`src/rtl/int_to_double.sv`:
```
// Four-stage pipelined 64-bit signed integer to IEEE 754 binary64 converter.
// Rounds to nearest, ties to even; zero always yields +0.0.
module int_to_double (
  input  logic        clk,
  input  logic        rst_n,
  input  logic [63:0] a,
  output logic [63:0] z
);

  // Stage 1: sign, magnitude, nonzero flag
  logic        s1_s_q;
  logic        s1_s_d;
  logic        s1_nz_q;
  logic        s1_nz_d;
  logic [63:0] s1_m_q;
  logic [63:0] s1_m_d;

  always_comb begin
    s1_s_d  = a[63];
    s1_m_d  = a[63] ? (~a + 64'd1) : a;
    s1_nz_d = (a != 64'd0);
  end

  always_ff @(posedge clk) begin
    if (!rst_n) begin
      s1_s_q  <= 1'b0;
      s1_nz_q <= 1'b0;
      s1_m_q  <= 64'd0;
    end else begin
      s1_s_q  <= s1_s_d;
      s1_nz_q <= s1_nz_d;
      s1_m_q  <= s1_m_d;
    end
  end

  // Stage 2: leading-zero count
  logic        s2_s_q;
  logic        s2_nz_q;
  logic [63:0] s2_m_q;
  logic [5:0]  s2_lz_q;
  logic [5:0]  s2_lz_d;
  logic        lz_found;

  always_comb begin
    s2_lz_d  = 6'd0;
    lz_found = 1'b0;
    for (int i = 63; i >= 0; i--) begin
      if (!lz_found && s1_m_q[i]) begin
        s2_lz_d  = 6'(63 - i);
        lz_found = 1'b1;
      end
    end
  end

  always_ff @(posedge clk) begin
    if (!rst_n) begin
      s2_s_q  <= 1'b0;
      s2_nz_q <= 1'b0;
      s2_m_q  <= 64'd0;
      s2_lz_q <= 6'd0;
    end else begin
      s2_s_q  <= s1_s_q;
      s2_nz_q <= s1_nz_q;
      s2_m_q  <= s1_m_q;
      s2_lz_q <= s2_lz_d;
    end
  end

  // Stage 3: normalize so the leading one sits in bit 63
  logic        s3_s_q;
  logic        s3_nz_q;
  logic [63:0] s3_n_q;
  logic [63:0] s3_n_d;
  logic [10:0] s3_e_q;
  logic [10:0] s3_e_d;

  always_comb begin
    s3_n_d = s2_m_q << s2_lz_q;
    s3_e_d = 11'd1086 - {5'd0, s2_lz_q};
  end

  always_ff @(posedge clk) begin
    if (!rst_n) begin
      s3_s_q  <= 1'b0;
      s3_nz_q <= 1'b0;
      s3_n_q  <= 64'd0;
      s3_e_q  <= 11'd0;
    end else begin
      s3_s_q  <= s2_s_q;
      s3_nz_q <= s2_nz_q;
      s3_n_q  <= s3_n_d;
      s3_e_q  <= s3_e_d;
    end
  end

  // Stage 4: round to nearest even; a fraction carry bumps the exponent
  logic        s4_s_q;
  logic        s4_nz_q;
  logic [51:0] s4_f_q;
  logic [51:0] s4_f_d;
  logic [10:0] s4_e_q;
  logic [10:0] s4_e_d;
  logic [51:0] frac;
  logic        guard;
  logic        sticky;
  logic        rnd_up;
  logic        rnd_c;

  always_comb begin
    frac   = s3_n_q[62:11];
    guard  = s3_n_q[10];
    sticky = |s3_n_q[9:0];
    rnd_up = guard & (sticky | frac[0]);
    {rnd_c, s4_f_d} = {1'b0, frac} + {52'd0, rnd_up};
    s4_e_d = s3_e_q + {10'd0, rnd_c};
  end

  always_ff @(posedge clk) begin
    if (!rst_n) begin
      s4_s_q  <= 1'b0;
      s4_nz_q <= 1'b0;
      s4_f_q  <= 52'd0;
      s4_e_q  <= 11'd0;
    end else begin
      s4_s_q  <= s3_s_q;
      s4_nz_q <= s3_nz_q;
      s4_f_q  <= s4_f_d;
      s4_e_q  <= s4_e_d;
    end
  end

  // Output register: pack, flushed or zero slots give +0.0
  logic [63:0] z_q;
  logic [63:0] z_d;

  always_comb begin
    z_d = s4_nz_q ? {s4_s_q, s4_e_q, s4_f_q} : 64'd0;
  end

  always_ff @(posedge clk) begin
    if (!rst_n) begin
      z_q <= 64'd0;
    end else begin
      z_q <= z_d;
    end
  end

  assign z = z_q;

endmodule

```
`config.mk`:
```
export PLATFORM = sky130hd
export DESIGN_NAME = int_to_double
export DESIGN_NICKNAME = d
export VERILOG_FILES = /design/src/rtl/int_to_double.sv
export SDC_FILE = /design/constraint.sdc
export NUM_CORES = 1
export LEC_CHECK = 0
export BUFFER_PORTS_ARGS = -buffer_cell sky130_fd_sc_hd__buf_2
export CORE_ASPECT_RATIO = 2
export CORE_MARGIN = 2
export CORE_UTILIZATION = 30
export CTS_BUF_LIST = sky130_fd_sc_hd__clkbuf_2
export CTS_CLUSTER_DIAMETER = 60
export CTS_CLUSTER_SIZE = 16
export DETAILED_ROUTE_END_ITERATION = 7
export SETUP_SLACK_MARGIN = 0.5
export SYNTH_ARGS = -nofsm -noshare
export SYNTH_HDL_FRONTEND = slang
export SYNTH_SLANG_ARGS = --single-unit
```
`constraint.sdc`:
```
create_clock -name clk -period 8.35 [get_ports clk]
set_input_delay 0.835 -clock clk [delete_from_list [all_inputs] [get_ports clk]]
set_output_delay 0.835 -clock clk [all_outputs]
set_load 0.02 [all_outputs]
```
Yosys cells after proc, flatten, opt, wreduce, memory -nomap -nowiden
Cells that the tools add are included.
{"block": "op_classes", "addsub": 4, "n_reduce_logical": 130, "muxes": 127, "n_bitwise": 3, "shift": 1}
{"operator": "2-to-1 mux 6 bit", "n": 62}
{"operator": "adder 64 x 1 -> 64 bit (second input constant)", "n": 1}
{"operator": "2-to-1 mux 1 bit", "n": 64}
{"operator": "NOT 64 bit", "n": 1}
{"operator": "nonzero test 64 bit", "n": 1}
{"operator": "left shift 64 x 6 -> 63 bit", "n": 1}
{"operator": "logical AND 1 bit", "n": 63}
{"operator": "logical NOT 1 bit", "n": 63}
{"operator": "2-to-1 mux 63 bit", "n": 1}
{"operator": "adder 52 x 1 -> 53 bit", "n": 1}
{"operator": "adder 11 x 1 -> 11 bit", "n": 1}
{"operator": "subtractor 11 x 6 -> 11 bit (first input constant)", "n": 1}
{"operator": "OR reduction 10 bit", "n": 1}
{"operator": "AND reduction 2 bit", "n": 2}
{"operator": "bitwise AND 1 bit", "n": 1}
{"operator": "OR 1 bit", "n": 1}
{"block": "word_totals", "input_bits": 66, "wordCells": 282, "register_bits": 343}

Depth between registers and ports, before layout
Gate-level depths: netlist of run 1.
{"block": "logic_depth", "depth_word": 190, "mapped_depth": 12}

Worst setup path before layout of run 1
OpenSTA, ideal clock, no wires.
{"block": "synth_timing", "path_kind": "input port to flip-flop", "startpoint": "input port a[23]", "endpoint": "register s1_m_q[61]", "path_buffers": 2, "path_slack_ns": 5.291, "required_ns": 8.286, "arrival_time_ns": 2.995, "path_stages": 7, "path_cell_list": "or4_1 or3_1 clkbuf_1 or3_1 clkbuf_1 or4_1 nand4_1"}
{"block": "synth_via", "elab_chain_len": 3}
{"item": "start, declared", "line_no": "6", "text": "input logic [63:0] a,"}
{"item": "NOT 64 bit", "line_no": "20", "text": "s1_m_d = a[63] ? (~a + 64'd1) : a;"}
{"item": "adder 64 x 1 -> 64 bit", "line_no": "20"}
{"item": "2-to-1 mux 63 bit", "line_no": "20"}
{"item": "end signal, assigned", "line_no": "32", "text": "s1_m_q <= s1_m_d;"}
{"item": "end, declared", "line_no": "15", "text": "logic [63:0] s1_m_q;"}
Every way passes these cells.
A chain may end at the register's enable or synchronous reset.

Worst setup path in the final report of run 1
{"block": "layout_timing", "startpoint": "register s3_n_q[11]", "endpoint": "register s4_e_q[10]"}
{"block": "layout_via", "elab_chain_len": 4}
{"item": "start, declared", "line_no": "72", "text": "logic [63:0] s3_n_q;"}
{"item": "start signal, assigned", "line_no": "91", "text": "s3_n_q <= s3_n_d;"}
{"item": "OR 1 bit", "line_no": "113", "text": "rnd_up = guard & (sticky | frac[0]);"}
{"item": "bitwise AND 1 bit", "line_no": "113"}
{"item": "adder 52 x 1 -> 53 bit (*)", "line_no": "114", "text": "{rnd_c, s4_f_d} = {1'b0, frac} + {52'd0, rnd_up};"}
{"item": "adder 11 x 1 -> 11 bit (*)", "line_no": "115", "text": "s4_e_d = s3_e_q + {10'd0, rnd_c};"}
{"item": "end signal, assigned", "line_no": "123", "text": "s4_e_q <= 11'd0;"}
{"item": "end signal, assigned", "line_no": "128", "text": "s4_e_q <= s4_e_d;"}
{"item": "end, declared", "line_no": "101", "text": "logic [10:0] s4_e_q;"}
Mark *: on every way between the ends. The rest lies on a longest branch, timed or not.

==> flow_summary_export.csv, run 1 <==
group,metric,value,unit
sta,rsz0062_at_grt,"false",
route,ant_nets,0,
floorplanning,die_y,329,µm
sta,fin_setup_tns,0,ns
logic_synthesis,syn_area,15900,µm²
clock_network,postCtsResizedCells,0,
logic_synthesis,synthDominantCellAreaShare,43.2,%
placed_design,dp_slack,4.81,ns
sta,fin_ws,4.84,ns
global_route,grt_max_degree,74,
power_and_ir_drop,vdd_drop_max,0.100,mV
global_route,grt_pass1_wl,66500,µm
route,wirelength,42100,µm
route,first_iter_violations,624,
final_layout,nNetsFinal,1851,
setup_path,start_kind,"flop",
setup_path,worst_ep_arrival_time,4.44,ns
clock_network,clockBufferDepth,3,
sta,fin_skew,0.0727,ns
logic_synthesis,synth_fp_nets,1764,
floorplanning,coreArea,52400,µm²
setup_path,worst_path_most_repeated_cell,"ha_1",
final_layout,final_cell_area,17500,µm²
sta,maxSlewHeadroom,26.7,%
setup_path,cp_max_fo,14,
clock_network,clockRootBuffer,"clkbuf_2",
global_route,grtUsageTotal,15.0,%
logic_synthesis,synth_common_cells,"dfxtp_1, nor2_1, nand2_1, clkbuf_1, and3_1",
clock_network,ctsHoldBuffers,24,
global_route,use_met3,1.48,%
placed_design,hpwl,33400,µm
clock_network,numCtsBuffers,26,
route,drc,0,
placed_design,io_buffers,129,
floorplanning,rows,119,
logic_synthesis,ys_seq_area_share,43.2,%
job,cap_violations,0,
setup_path,crit_type,"reg2reg",
sta,finalHoldViolations,0,
floorplanning,start_util,30.3,%
global_route,grt_pass1_vias,12500,
global_route,antenna_found_initial,2,
setup_path,endpoint_kind,"flop",
power_and_ir_drop,power_per_cell_area,168,nW/µm²
placed_design,gp_congestion,0.945,
logic_synthesis,synth_edf_count,0,
floorplanning,die_w,167,µm
clock_network,path_clk_slew,0.26,ns
logic_synthesis,yosys-top-cells-area,"dfxtp_1, mux4_2, nor2_1",
global_route,use_met1,14.2,%
floorplanning,ioPinCount,130,
global_route,gr-total-overflow,0,
sta,fin_crit,3.51,ns
final_layout,area_growth_syn_to_layout,10.3,%
clock_network,cts_htree_levels,1,
sta,setup_viol,0,
global_route,grt.busiest_layer,"met2",
setup_path,r2r_slack,4.84,ns
global_route,use_met2,30.3,%
setup_path,critPathTopFamily,"simple AND/OR/NAND/NOR gates",
logic_synthesis,yosys_warnings,0,
sta,max_freq,0.285,GHz
placed_design,dp.cells,2393,
route,wl_per_cell,17.2,µm
logic_synthesis,yosysMostFrequentCell,"dfxtp_1",
route,dr.pass1.iters,5,
status,outcome,"completed",
setup_path,cp_slowest_cell,"nor4_1",
setup_path,cp.buffers_inverters,1,
power_and_ir_drop,total_power,2.95,mW
setup_path,max_stage_delay,0.50,ns
logic_synthesis,avgSynthCellArea,9.37,µm²
final_layout,drive_above_1_share,17.0,%
clock_network,clk_latency,1.03,ns
logic_synthesis,yosys_register_bits,342,
sta,tightest_slew,1.10,ns
min_path,hold_class,"in2reg",
setup_path,crit_chain,"and2_1 > ha_1 > and2_1 > nand4_1 > nor4_1 > buf_4 > and3_1 > and3_1 > ha_1 > ha_1 > nand3_1 > or3_1 > a21oi_1",
logic_synthesis,yosysUniqueCellTypes,59,
logic_synthesis,ys.flop_type,"dfxtp_1",
floorplanning,dieArea,54800,µm²
power_and_ir_drop,p_leak,7.01,nW
sta,slew_viol_final,0,
setup_path,worst-endpoint-required,9.29,ns
logic_synthesis,async_reset_ff_share,0,%
placed_design,placed_area,17000,µm²
clock_network,cts_setup_buffers,0,
clock_network,clock-sinks,342,
route,vias,12400,
final_layout,layoutNonFillerInstCount,2452,
logic_synthesis,synthCells,1693,
sta,fin_crit_sh,42.0,%
logic_synthesis,synth_top_area_cell,"dfxtp_1",
route,viasPerCell,5.06,
clock_network,cts_tree,"yes",
## layout make-up
| type | count | area, µm² |
|---|---|---|
| clock inverter | 5 | 63.8 |
| tap | 665 | 832 |
| inverter | 27 | 104 |
| multi-input combinational | 1216 | 8500 |
| antenna | 1 | 2.50 |
| timing repair buffer | 167 | 993 |
| clock buffer | 29 | 145 |
| fill | 5447 | 34900 |
| sequential | 342 | 6850 |
## worst reg2reg max path, stage by stage (launching register included)
cell,delay (ns)
dfxtp_1,0.42
and2_1,0.14
ha_1,0.16
and2_1,0.20
nand4_1,0.29
nor4_1,0.50
buf_4,0.28
and3_1,0.21
and3_1,0.25
ha_1,0.21
ha_1,0.26
nand3_1,0.11
or3_1,0.31
a21oi_1,0.13
## final timing paths
check | start | endpoint | cells after the start
worst max-delay path | s3_n_q[11] | s4_e_q[10] | 13
worst max register to register | s3_n_q[11] | s4_e_q[10] | 13
worst min-delay path | a[30] | s1_m_q[30] | 3
worst min register to register | s1_m_q[45] | s2_m_q[45] | 2
## sequential cells by signal (all words and copies together) (netlist names), 6 cells and up
register  flops
s2_lz_q       6
s3_n_q       63
s1_m_q       64
s4_f_q       52
s2_m_q       63
s3_e_q       11
z            64
s4_e_q       11
## power by group
| group | switching [mW] | internal, mW | total (mW) |
|---|---|---|---|
| registers | 0.0866 | 1.72 | 1.81 |
| logic | 0.286 | 0.231 | 0.517 |
| clock network | 0.489 | 0.129 | 0.619 |
| total | 0.862 | 2.08 | 2.95 |
## routing by layer
metal / vias up / wire, µm
li1: 6192 / -
met1: 5769 / 14900
met2: 340 / 23000
met3: 114 / 1470
met4: 2 / 2740
met5: - / 17
## through the flow
stage | util (%) | hold WS [ns]
floorplan | - | 0.412
detailed placement | 32.5 | 0.429
finish | 33.4 | 0.0968
global placement | 32.5 | 0.426
global route | 33.4 | 0.0136
CTS | 33.4 | 0.000981
## kinds of logic after synthesis
kind of cell / count (synthesis) / share of synthesized area, %
AOI/OAI and AO/OA: 242 / 9.88
xor gates and xnor gates: 102 / 5.63
adders and majority gates: 5 / 0.394
buffers and inverters: 135 / 3.27
DFF: 342 / 43.2
muxes: 155 / 14.9
and+or+nand+nor: 712 / 22.8
## placed cells by master, fill, tap and decap left out, types with 4 or more instances in the layout
master / count
nand3_1: 37
a211oi_1: 5
o31ai_1: 23
nor3_1: 31
nand2_1: 145
o22a_1: 11
and2_1: 76
a21oi_1: 48
dfxtp_1: 339
dlygate4sd3_1: 24
mux2i_1: 49
mux4_2: 60
and4_1: 8
ha_1: 5
nor4_1: 18
clkbuf_2: 29
and3_1: 81
nand4_1: 31
o22ai_1: 25
nor2b_1: 5
a41oi_1: 4
inv_1: 25
nor2_1: 192
a31oi_1: 4
o21ai_0: 70
or2_2: 7
o211a_1: 7
or3_1: 38
xnor2_1: 25
buf_2: 128
xor2_1: 77
or4_1: 15
o41ai_1: 18
buf_4: 15
mux2_2: 46
nand2b_1: 12
o21bai_1: 5
Note: power is estimated with default switching activity, not from simulation.
==> run 2: changes to the inputs <==
- clock period: 8.35 -> 3.23 ns (I/O delays scaled with it)
==> flow_summary_export.csv, run 2 (synthesized netlist as in run 1, its figures left out) <==
group,metric,value,unit
clock_network,cts_htree_levels,1,
setup_path,endpoint_kind,"flop",
route,drc,0,
final_layout,final_cell_mix,"dfxtp_1, nor2_1, nand2_1",
sta,setup_viol,0,
route,wirelength,43900,µm
route,ant_nets,0,
final_layout,area_growth_syn_to_layout,19.7,%
route,wl_per_cell,17.0,µm
global_route,antenna_found_initial,2,
placed_design,hpwl,34000,µm
final_layout,final_common_cell,"dfxtp_1",
sta,fin_skew,0.0954,ns
setup_path,worst_ep_arrival_time,3.70,ns
sta,whs,0.129,ns
route,first_iter_violations,634,
floorplanning,ioPinCount,130,
route,viasPerCell,5.01,
floorplanning,die_w,167,µm
setup_path,cp.buffers_inverters,0,
floorplanning,rows,119,
global_route,grt_max_degree,69,
route,vias,13000,
status,outcome,"completed",
route,dr.pass1.iters,5,
global_route,grtUsageTotal,15.5,%
global_route,grt_pass1_vias,13000,
sta,rsz0062_at_grt,"true",
final_layout,drive_above_1_share,19.3,%
setup_path,crit_type,"reg2reg",
min_path,worstHoldStart,"a[1]",
sta,slew_viol_final,0,
power_and_ir_drop,vdd_drop_max,0.227,mV
sta,tightest_slew,0.930,ns
power_and_ir_drop,power_per_cell_area,415,nW/µm²
setup_path,cp_slowest_cell,"or4_4",
clock_network,cts_tree,"yes",
clock_network,clk_latency,1.01,ns
sta,fin_setup_tns,0,ns
clock_network,clockRootBuffer,"clkbuf_2",
setup_path,cp_max_fo,5,
power_and_ir_drop,p_leak,7.65,nW
setup_path,crit_chain,"or4_4 > or3_4 > or3_4 > or3_4 > o311a_1 > a21oi_1",
global_route,grt_pass1_wl,68800,µm
global_route,gr-total-overflow,0,
final_layout,regArea,6870,µm²
clock_network,numCtsBuffers,26,
setup_path,critPathTopFamily,"simple AND/OR/NAND/NOR gates",
clock_network,path_clk_slew,0.28,ns
setup_path,r2r_slack,0.47,ns
setup_path,start_kind,"flop",
setup_path,ff2ff_path_depth,6,
final_layout,fill_cells,5436,
setup_path,startpoint,"s1_m_q[55]",
final_layout,finish.utilization,36.2,%
clock_network,clock-sinks,342,
final_layout,multiInputGateArea,8660,µm²
sta,max_freq,0.362,GHz
min_path,whs_endpoint,"s1_m_q[1]",
setup_path,worstReg2RegEnd,"s2_lz_q[0]",
setup_path,worst_path_most_repeated_cell,"or3_4",
sta,maxSlewHeadroom,37.4,%
floorplanning,dieArea,54800,µm²
floorplanning,coreArea,52400,µm²
sta,fin_crit,2.76,ns
final_layout,nNetsFinal,1989,
placed_design,io_buffers,129,
sta,finalHoldViolations,0,
setup_path,max_stage_delay,0.59,ns
clock_network,clockBufferDepth,3,
min_path,hold_class,"in2reg",
min_path,min_path_cells,4,
setup_path,reg2reg_from,"s1_m_q[55]",
setup_path,worst-endpoint-required,4.17,ns
job,cap_violations,0,
floorplanning,start_util,30.3,%
placed_design,gp_congestion,0.969,
sta,fin_crit_sh,85.6,%
floorplanning,die_y,329,µm
-- run 2: routing by layer --
metal  vias up  wire [µm]  track usage, %
met2       322      23800            31.5
met3       131       1440            1.50
met5         -          0               0
met1      6030      15300            14.3
met4         0       3310            10.3
li1       6478          -               -
-- run 2: worst max path at each step --
stage                     depth (start not counted)  slack [ns]         end
after floorplan                                  12        0.60  s4_e_q[10]
after global placement                           12        0.28  s4_e_q[10]
after detailed placement                         12        0.26  s4_e_q[10]
after CTS                                        13        0.49  s4_e_q[10]
after global routing                             13        0.45  s4_e_q[10]
final                                             6        0.47  s2_lz_q[0]
-- run 2: power by group --
| group | internal [mW] | total (mW) | switching (mW) |
|---|---|---|---|
| clock | 0.401 | 1.66 | 1.25 |
| sequential | 4.46 | 4.66 | 0.197 |
| combinational | 0.758 | 1.57 | 0.813 |
| total | 5.62 | 7.88 | 2.26 |
-- run 2: metrics by stage --
| stage | total power [mW] | instance area, µm² | setup WS [ns] | instances |
|---|---|---|---|---|
| floorplan | 5.65 | 15900 | 0.595 | 1693 |
| global placement | 6.10 | 17300 | 0.279 | 2426 |
| detailed placement | 6.12 | 17300 | 0.256 | 2426 |
| CTS | 7.96 | 18800 | 0.491 | 2584 |
| global route | 8.30 | 19000 | 0.450 | 2588 |
| finish | 7.88 | 19000 | 0.466 | 2588 |
-- run 2: repair_timing --
item / CTS / global route
hold buffers: 124 / 0
gates resized for setup: 15 / 25
buffers inserted: 2 / 2
endpoints found under the hold margin: 110 / 0
cloned: 0 / 1
endpoints found under the setup margin: 14 / 35
pin swaps: 2 / 2
-- run 2: tightest hold or removal path, delay by kind of cell --
| family | cells | cell delay (ns) |
|---|---|---|
| AND/OR/NAND/NOR | 1 | 0.08 |
| multiplexers | 1 | 0.07 |
| buffers and inverters | 2 | 0.63 |
-- run 2: cell type report --
| class | instances | area share [%] |
|---|---|---|
| diodes | 1 | 0.0132 |
| inverters | 27 | 0.547 |
| clock buffers | 27 | 0.712 |
| flip-flops and latches | 342 | 36.2 |
| clock inverters | 5 | 0.455 |
| multi-input cells | 1217 | 45.6 |
| well taps | 665 | 4.38 |
| repair buffers | 304 | 12.1 |
==> run 3: changes to the inputs <==
- BUFFER_PORTS_ARGS: -buffer_cell sky130_fd_sc_hd__buf_2 -> -buffer_cell sky130_fd_sc_hd__buf_4
- CELL_PAD_IN_SITES_DETAIL_PLACEMENT: default -> 2
- CELL_PAD_IN_SITES_GLOBAL_PLACEMENT: default -> 2
- PLACE_DENSITY_LB_ADDON: default -> 0.1
==> flow_summary_export.csv, run 3 (synthesized netlist as in run 1, its figures left out) <==
group,metric,value,unit
global_route,grt.busiest_layer,"met2",
clock_network,clockRootBuffer,"clkbuf_2",
clock_network,cts_htree_levels,1,
final_layout,final_cell_mix,"dfxtp_1, buf_4, nor2_1",
final_layout,final_cell_area,20100,µm²
clock_network,clock-sinks,342,
sta,tightest_slew,0.987,ns
power_and_ir_drop,p_leak,8.09,nW
sta,fin_ws,0.428,ns
setup_path,cp_slowest_cell,"or4_1",
global_route,grt_max_degree,76,
power_and_ir_drop,power_per_cell_area,407,nW/µm²
final_layout,area_growth_syn_to_layout,26.5,%
floorplanning,coreArea,52400,µm²
power_and_ir_drop,vdd_drop_max,0.227,mV
clock_network,path_clk_slew,0.25,ns
floorplanning,rows,119,
setup_path,crit_type,"reg2reg",
sta,setup_viol,0,
setup_path,crit_chain,"or4_1 > or4_4 > buf_4 > nor4_1 > o31ai_1 > o311a_1 > a21oi_1",
floorplanning,ioPinCount,130,
sta,fin_crit_sh,86.8,%
sta,finalHoldViolations,0,
placed_design,placed_area,17900,µm²
floorplanning,die_w,167,µm
sta,rsz0062_at_grt,"true",
placed_design,hpwl,43400,µm
global_route,grt_pass1_wl,88700,µm
sta,fin_crit,2.80,ns
global_route,gr-total-overflow,0,
global_route,use_met2,44.3,%
clock_network,clk_latency,1.05,ns
global_route,antenna_found_initial,1,
setup_path,start_kind,"flop",
route,first_iter_violations,414,
sta,fin_skew,0.113,ns
setup_path,max_stage_delay,0.58,ns
global_route,use_met3,1.62,%
sta,whs,0.157,ns
final_layout,nNetsFinal,2059,
floorplanning,dieArea,54800,µm²
clock_network,numCtsBuffers,27,
setup_path,cp_max_fo,4,
global_route,grtUsageTotal,20.7,%
route,vias,13700,
route,drc,0,
final_layout,final_common_cell,"dfxtp_1",
setup_path,worst-endpoint-required,4.21,ns
route,wirelength,57500,µm
floorplanning,start_util,30.3,%
route,ant_nets,0,
setup_path,critPathTopFamily,"simple AND/OR/NAND/NOR gates",
sta,fin_setup_tns,0,ns
sta,maxSlewHeadroom,33.5,%
placed_design,gp_congestion,0.947,
final_layout,drive_above_1_share,22.4,%
job,cap_violations,0,
sta,max_freq,0.357,GHz
setup_path,cp.buffers_inverters,1,
setup_path,worst_ep_arrival_time,3.78,ns
placed_design,dp_slack,0.0683,ns
status,outcome,"completed",
placed_design,io_buffers,129,
sta,slew_viol_final,0,
route,wl_per_cell,21.6,µm
route,viasPerCell,5.14,
clock_network,clockBufferDepth,3,
min_path,hold_class,"in2reg",
floorplanning,die_y,329,µm
final_layout,fill_cells,5756,
route,dr.pass1.iters,5,
setup_path,endpoint_kind,"flop",
global_route,use_met1,17.6,%
final_layout,finish.utilization,38.3,%
global_route,grt_pass1_vias,15300,
clock_network,cts_tree,"yes",
==> run 3: cell types whose count changed in the layout (fill, tap and decap cells not counted), sizes merged <==
cell,delta
dlygate4sd3,+20
diode,+2
bufinv,-1
buf,+49
inv,+2
==> run 3: path summary, 6_finish.rpt <==
check | to | slack (ns) | start | depth (start not counted)
max | s2_lz_q[0] | 0.43 | s1_m_q[27] | 7
min | s1_m_q[24] | 0.16 | a[24] | 4
max reg2reg | s2_lz_q[0] | 0.43 | s1_m_q[27] | 7
min reg2reg | s4_s_q | 0.45 | s3_s_q | 1
==> run 3: stage by stage <==
step | instances | power, mW
after global routing | 2658 | 8.65
after floorplan | 1693 | 5.65
after global placement | 2452 | 6.29
after CTS | 2642 | 8.26
final | 2660 | 8.16
after detailed placement | 2452 | 6.32
==> run 3: final cells by class <==
cell class,instances,area [µm²],area share (%)
Clock inverter,6,81.3,0.405
Antenna cell,3,7.51,0.0374
Tap cell,665,832,4.15
Clock buffer,27,135,0.673
Inverter,27,104,0.517
Multi-Input combinational cell,1217,8790,43.8
Sequential cell,342,6880,34.3
Timing Repair Buffer,373,3230,16.1
==> run 3: tightest hold or removal path: cells and delay by family <==
family | cells | cell delay (ns)
buf+inv | 2 | 0.68
simple gates | 1 | 0.10
xor+xnor | 1 | 0.07
==> run 3: metal layers <==
metal  vias up  part of all wire [%]
met5         -                     0
met2       249                    59
met4         0                   7.6
met3       118                   2.1
li1       6602                     -
met1      6709                    32
==> run 3: what timing repair did <==
action,CTS,global route
setup buffers,12,15
setup endpoints to repair,31,49
hold buffers,144,0
endpoints found under the hold margin,183,0
cloned,1,0
pin swaps,7,8
gates resized for setup,33,38
==> run 3: report_power, final <==
group          switching [mW]  leakage, nW  internal (mW)  total, mW
sequential              0.216         2.80           4.46       4.68
combinational           0.948         5.13          0.856       1.80
clock                    1.34        0.154          0.340       1.68
